==> config.mk <==
export PLATFORM = sky130hd
export DESIGN_NAME = rf_wb_arbiter
export DESIGN_NICKNAME = d
export VERILOG_FILES = /design/src/rtl/rf_wb_arbiter.sv
export SDC_FILE = /design/constraint.sdc
export NUM_CORES = 1
export LEC_CHECK = 0
export ABC_CLOCK_PERIOD_IN_PS = 1500
export CAP_MARGIN = 20
export CORE_UTILIZATION = 38
export CTS_BUF_LIST = sky130_fd_sc_hd__clkbuf_8
export DETAILED_ROUTE_END_ITERATION = 8
export GPL_ROUTABILITY_DRIVEN = 0
export MAX_ROUTING_LAYER = met4
export PLACE_DENSITY = 0.76
export SKIP_LAST_GASP = 1
export SYNTH_ARGS = -nofsm -noshare
export SYNTH_HDL_FRONTEND = slang
export SYNTH_SLANG_ARGS = --single-unit
==> constraint.sdc <==
create_clock -name clk -period 1.5 [get_ports clk]
set_clock_uncertainty 0.05 [all_clocks]
set_input_delay 0.45 -clock clk [delete_from_list [all_inputs] [get_ports clk]]
set_output_delay 0.45 -clock clk [all_outputs]
set_load 0.01 [all_outputs]
==> src/rtl/rf_wb_arbiter.sv <==
// Writeback arbiter: merges ALU and memory-load results onto one RF write port.
// Define RF_WB_ROUND_ROBIN_EN for alternating grants; default is fixed M priority.
module rf_wb_arbiter #(
  parameter int DW = 8,
  parameter int AW = 2
) (
  input  logic          clk,
  input  logic          rst_n,
  input  logic          freeze,
  input  logic          a_valid,
  input  logic [AW-1:0] a_addr,
  input  logic [DW-1:0] a_data,
  output logic          a_ready,
  input  logic          a_cout_en,
  input  logic [DW-1:0] a_cout_data,
  input  logic          m_valid,
  input  logic [AW-1:0] m_addr,
  input  logic [DW-1:0] m_data,
  output logic          m_ready,
  output logic          rf_we,
  output logic [AW-1:0] rf_waddr,
  output logic [DW-1:0] rf_wdata,
  output logic          rf_cout_we,
  output logic [DW-1:0] rf_cout_data,
  output logic [7:0]    conflict_cnt
);

  logic both;
  logic m_wins;
  logic sel_m;
  logic sel_a;
  logic m_gnt;
  logic a_gnt;

`ifdef RF_WB_ROUND_ROBIN_EN
  logic ptr_m;

  assign m_wins = ptr_m;

  // Pointer names the side favoured on the next simultaneous request
  always_ff @(posedge clk or negedge rst_n) begin
    if (!rst_n) begin
      ptr_m <= 1'b1;
    end else if (m_gnt) begin
      ptr_m <= 1'b0;
    end else if (a_gnt) begin
      ptr_m <= 1'b1;
    end
  end
`else
  assign m_wins = 1'b1;
`endif

  assign both  = a_valid & m_valid;
  assign sel_m = m_valid & (~a_valid | m_wins);
  assign sel_a = a_valid & (~m_valid | ~m_wins);

  always_comb begin
    m_gnt = 1'b0;
    a_gnt = 1'b0;
    unique case (1'b1)
      sel_m:   m_gnt = rst_n & ~freeze;
      sel_a:   a_gnt = rst_n & ~freeze;
      default: ;
    endcase
  end

  assign m_ready = m_gnt;
  assign a_ready = a_gnt;

  always_ff @(posedge clk or negedge rst_n) begin
    if (!rst_n) begin
      rf_we        <= 1'b0;
      rf_cout_we   <= 1'b0;
      rf_waddr     <= '0;
      rf_wdata     <= '0;
      rf_cout_data <= '0;
    end else begin
      rf_we      <= m_gnt | a_gnt;
      rf_cout_we <= a_gnt & a_cout_en;
      if (m_gnt) begin
        rf_waddr <= m_addr;
        rf_wdata <= m_data;
      end else if (a_gnt) begin
        rf_waddr <= a_addr;
        rf_wdata <= a_data;
      end
      if (a_gnt && a_cout_en) begin
        rf_cout_data <= a_cout_data;
      end
    end
  end

  always_ff @(posedge clk or negedge rst_n) begin
    if (!rst_n) begin
      conflict_cnt <= '0;
    end else if (both && !freeze && conflict_cnt != 8'hFF) begin
      conflict_cnt <= conflict_cnt + 8'd1;
    end
  end

endmodule

==> run_results.csv <==
group,metric,value,unit
status,status,"finished, violations left",
status,violations,"setup timing",
sta,drv_slew,0,
die,die_y,62.1,um
detailed_routing,drc,0,
die,dieArea,3850,um^2
global_routing,antenna_found_initial,0,
cells_and_area,final_area,2410,um^2
cts,cts.sinks,28,
critical_path,slowest_delay,0.32,ns
cts,clkTransAtPathRegs,0.10,ns
cells_and_area,n_antenna_cell,0,
min_path,hp-class,"in2async",
critical_path,path_buf_inv,2,
critical_path,crit_arrival,1.01,ns
die,start_util,40.5,%
critical_path,path_cells,"buf_2 > and4bb_2 > buf_6",
sta,finalHoldViolCount,0,
cts,h-tree-depth,1,
power_and_ir_drop,p_leak,0.00117,uW
synth,seq_area_frac_synth,51.1,%
cts,cts_made_buffers,3,
cts,cts-root-buf,"clkbuf_8",
placed_design,port_buffers,63,
cells_and_area,finalNonFillerCells,240,
critical_path,cp_max_fo,5,
cells_and_area,layout.nets,230,
sta,finalCriticalPeriod,1.51,ns
die,pin_count,64,
synth,yosysWarnings,0,
synth,netlist_top_cells_area,"dfrtp_1, mux2_4, mux2_2",
synth,synth_cell_types,33,
critical_path,crit_cells,3,
sta,worst_pin_slew,0.277,ns
detailed_routing,drt-wirelength-per-cell,13.7,um
power_and_ir_drop,pwr_density_cell,1170,nW/um^2
global_routing,grt_pass1_wl,4.99,mm
placed_design,dp_cells,226,
critical_path,startpoint_type,"input port",
critical_path,reg2reg_depth,5,
sta,layout_setup_ws,-0.00522,ns
cells_and_area,drive_gt1_share,42.8,%
cells_and_area,area_delta_synth_final,75.6,%
global_routing,grt_max_degree,23,
cts,clock_latency,0.27,ns
detailed_routing,vias,1147,
sta,setup_viol,1,
die,chipWidth,62.1,um
placed_design,place_hpwl,2.48,mm
critical_path,critical-path-top-delay-family,"simple AND/OR/NAND/NOR gates",
cells_and_area,utilization,71.1,%
critical_path,end_kind,"output pin",
detailed_routing,drt-pass1-iter-count,4,
critical_path,cp_slowest_cell,"and4bb_2",
synth,synthesis.area,1370,um^2
cells_and_area,layout_commonest_cell,"clkdlybuf4s50_1",
placed_design,pre_cts_ws,-0.828,ns
global_routing,grtUsageMet3,3.31,%
critical_path,worstSetupPathType,"in2out",
synth,synthCells,98,
sta,rsz0062_at_grt,"yes",
synth,synth_top_area_share,51.1,%
critical_path,worstPathRequired,1.00,ns
critical_path,rrSetupSlack,0.04,ns
global_routing,met2_usage,29.5,%
power_and_ir_drop,ir_worst_vdd,0.000577,V
placed_design,dpl_cell_area,2210,um^2
cts,clockBufferDepth,2,
cells_and_area,final_cell_mix,"clkdlybuf4s50_1, dfrtp_1, buf_4, dlygate4sd2_1, mux2_4",
die,rows,21,
detailed_routing,drt_iter0_drc,46,
cts,cts_tree,"yes",
detailed_routing,wl,3.28,mm
global_routing,grt_util_met1,23.1,%
sta,max_freq,664,MHz
global_routing,grt-busiest-layer,"met2",
die,core,3390,um^2
synth,yosys.area.top_type,"dfrtp_1",
global_routing,grt_use_total,18.7,%
sta,max-slew-margin-rel,81.5,%
run,drv_cap,0,
synth,ys_seq_elements,28,
cts,cts_hold_buffers,0,
synth,avgSynthCellArea,14.0,um^2
global_routing,overflow,0,
detailed_routing,vias_per_cell,4.78,
global_routing,grt_pass1_vias,1110,
synth,syn-num-nets,133,
sta,period_share,100,%
detailed_routing,ant_nets,0,
## cell type report
class | count | area [um^2]
multi-input combinational | 65 | 719
tap | 46 | 57.6
timing repair buffer | 94 | 847
clock inverter | 1 | 30.0
fill | 248 | 981
sequential | 28 | 702
inverter | 3 | 11.3
clock buffer | 3 | 41.3
## state kept, by name, summed over array words and instances, names as in the netlist
name,count
rf_wdata,8
rf_cout_we,1
conflict_cnt,8
rf_waddr,2
rf_we,1
rf_cout_data,8
## metal layers
layer | up-vias | part of all wire, % | wire [um]
li1 | 552 | - | -
met4 | 0 | 1.5 | 48
met2 | 55 | 50 | 1650
met5 | - | 0 | 0
met1 | 536 | 43 | 1400
met3 | 4 | 5.6 | 182
## synthesized netlist by cell type (all sizes together)
library cell	count
or3	1
o22ai	2
and3b	1
a21oi	2
dfrtp	28
nor2b	2
nand3b	3
nor4	1
a31oi	1
nor2	1
o21a	1
mux2i	1
a41oi	1
a211oi	1
and4	1
nand2	4
a21o	1
buf	2
mux2	29
nand3	3
ha	1
and4bb	1
inv	3
a2111oi	1
nand2b	1
xnor2	1
xor2	1
o2111a	1
and2	1
and3	1
## stage by stage
stage / total power [uW] / TNS (ns) / hold WS (ns)
after floorplan: 1460 / 0 / 0.104
after global placement: 2070 / -16.19 / 0.437
after detailed placement: 2110 / -17.62 / 0.441
after CTS: 2670 / -0.130 / 0.155
after global routing: 2980 / -0.0377 / 0.165
final: 2810 / -0.00522 / 0.153
## path summary, 6_finish.rpt
| path | startpoint | to |
|---|---|---|
| setup / recovery | m_valid | a_ready |
| hold / removal | rst_n | rf_we$_DFF_PN0_ |
| setup reg to reg | conflict_cnt[0]$_DFFE_PN0P_ | conflict_cnt[1]$_DFFE_PN0P_ |
| hold reg to reg | rf_cout_data[4]$_DFFE_PN0P_ | rf_cout_data[4]$_DFFE_PN0P_ |
| max in group asynchronous | rst_n | conflict_cnt[1]$_DFFE_PN0P_ |
| min in group clk | rf_cout_data[4]$_DFFE_PN0P_ | rf_cout_data[4]$_DFFE_PN0P_ |
## report_power, final
part,internal (uW),switching (uW)
clock network,357,240
logic,705,468
registers,929,109
## worst register-to-register path, cell delays in order, from the launching register on
cell     delay (ns)
dfrtp_1        0.40
buf_6          0.13
ha_4           0.16
and4_4         0.15
a21o_1         0.18
mux2_4         0.29
## repair_timing
| action | 4_1_cts | 5_1_grt |
|---|---|---|
| gates resized for setup | 59 | 26 |
| pin swaps | 3 | 4 |
| setup buffers | 3 | 7 |
| setup endpoints to repair | 58 | 33 |
| cloned | 0 | 0 |
## cells by family (layout without fill, tap and decap cells)
| family | count (synthesis) | count (layout) | synth area share, % |
|---|---|---|---|
| AO/OA/AOI/OAI | 11 | 11 | 5.84 |
| multiplexers | 30 | 30 | 28.9 |
| adder cells (fa/ha/maj) | 1 | 1 | 0.912 |
| XOR/XNOR | 2 | 2 | 1.28 |
| flip-flops | 28 | 28 | 51.1 |
| AND/OR/NAND/NOR | 21 | 21 | 9.76 |
| buffers and inverters | 5 | 101 | 2.19 |
Note: power is estimated with default switching activity, not from simulation.
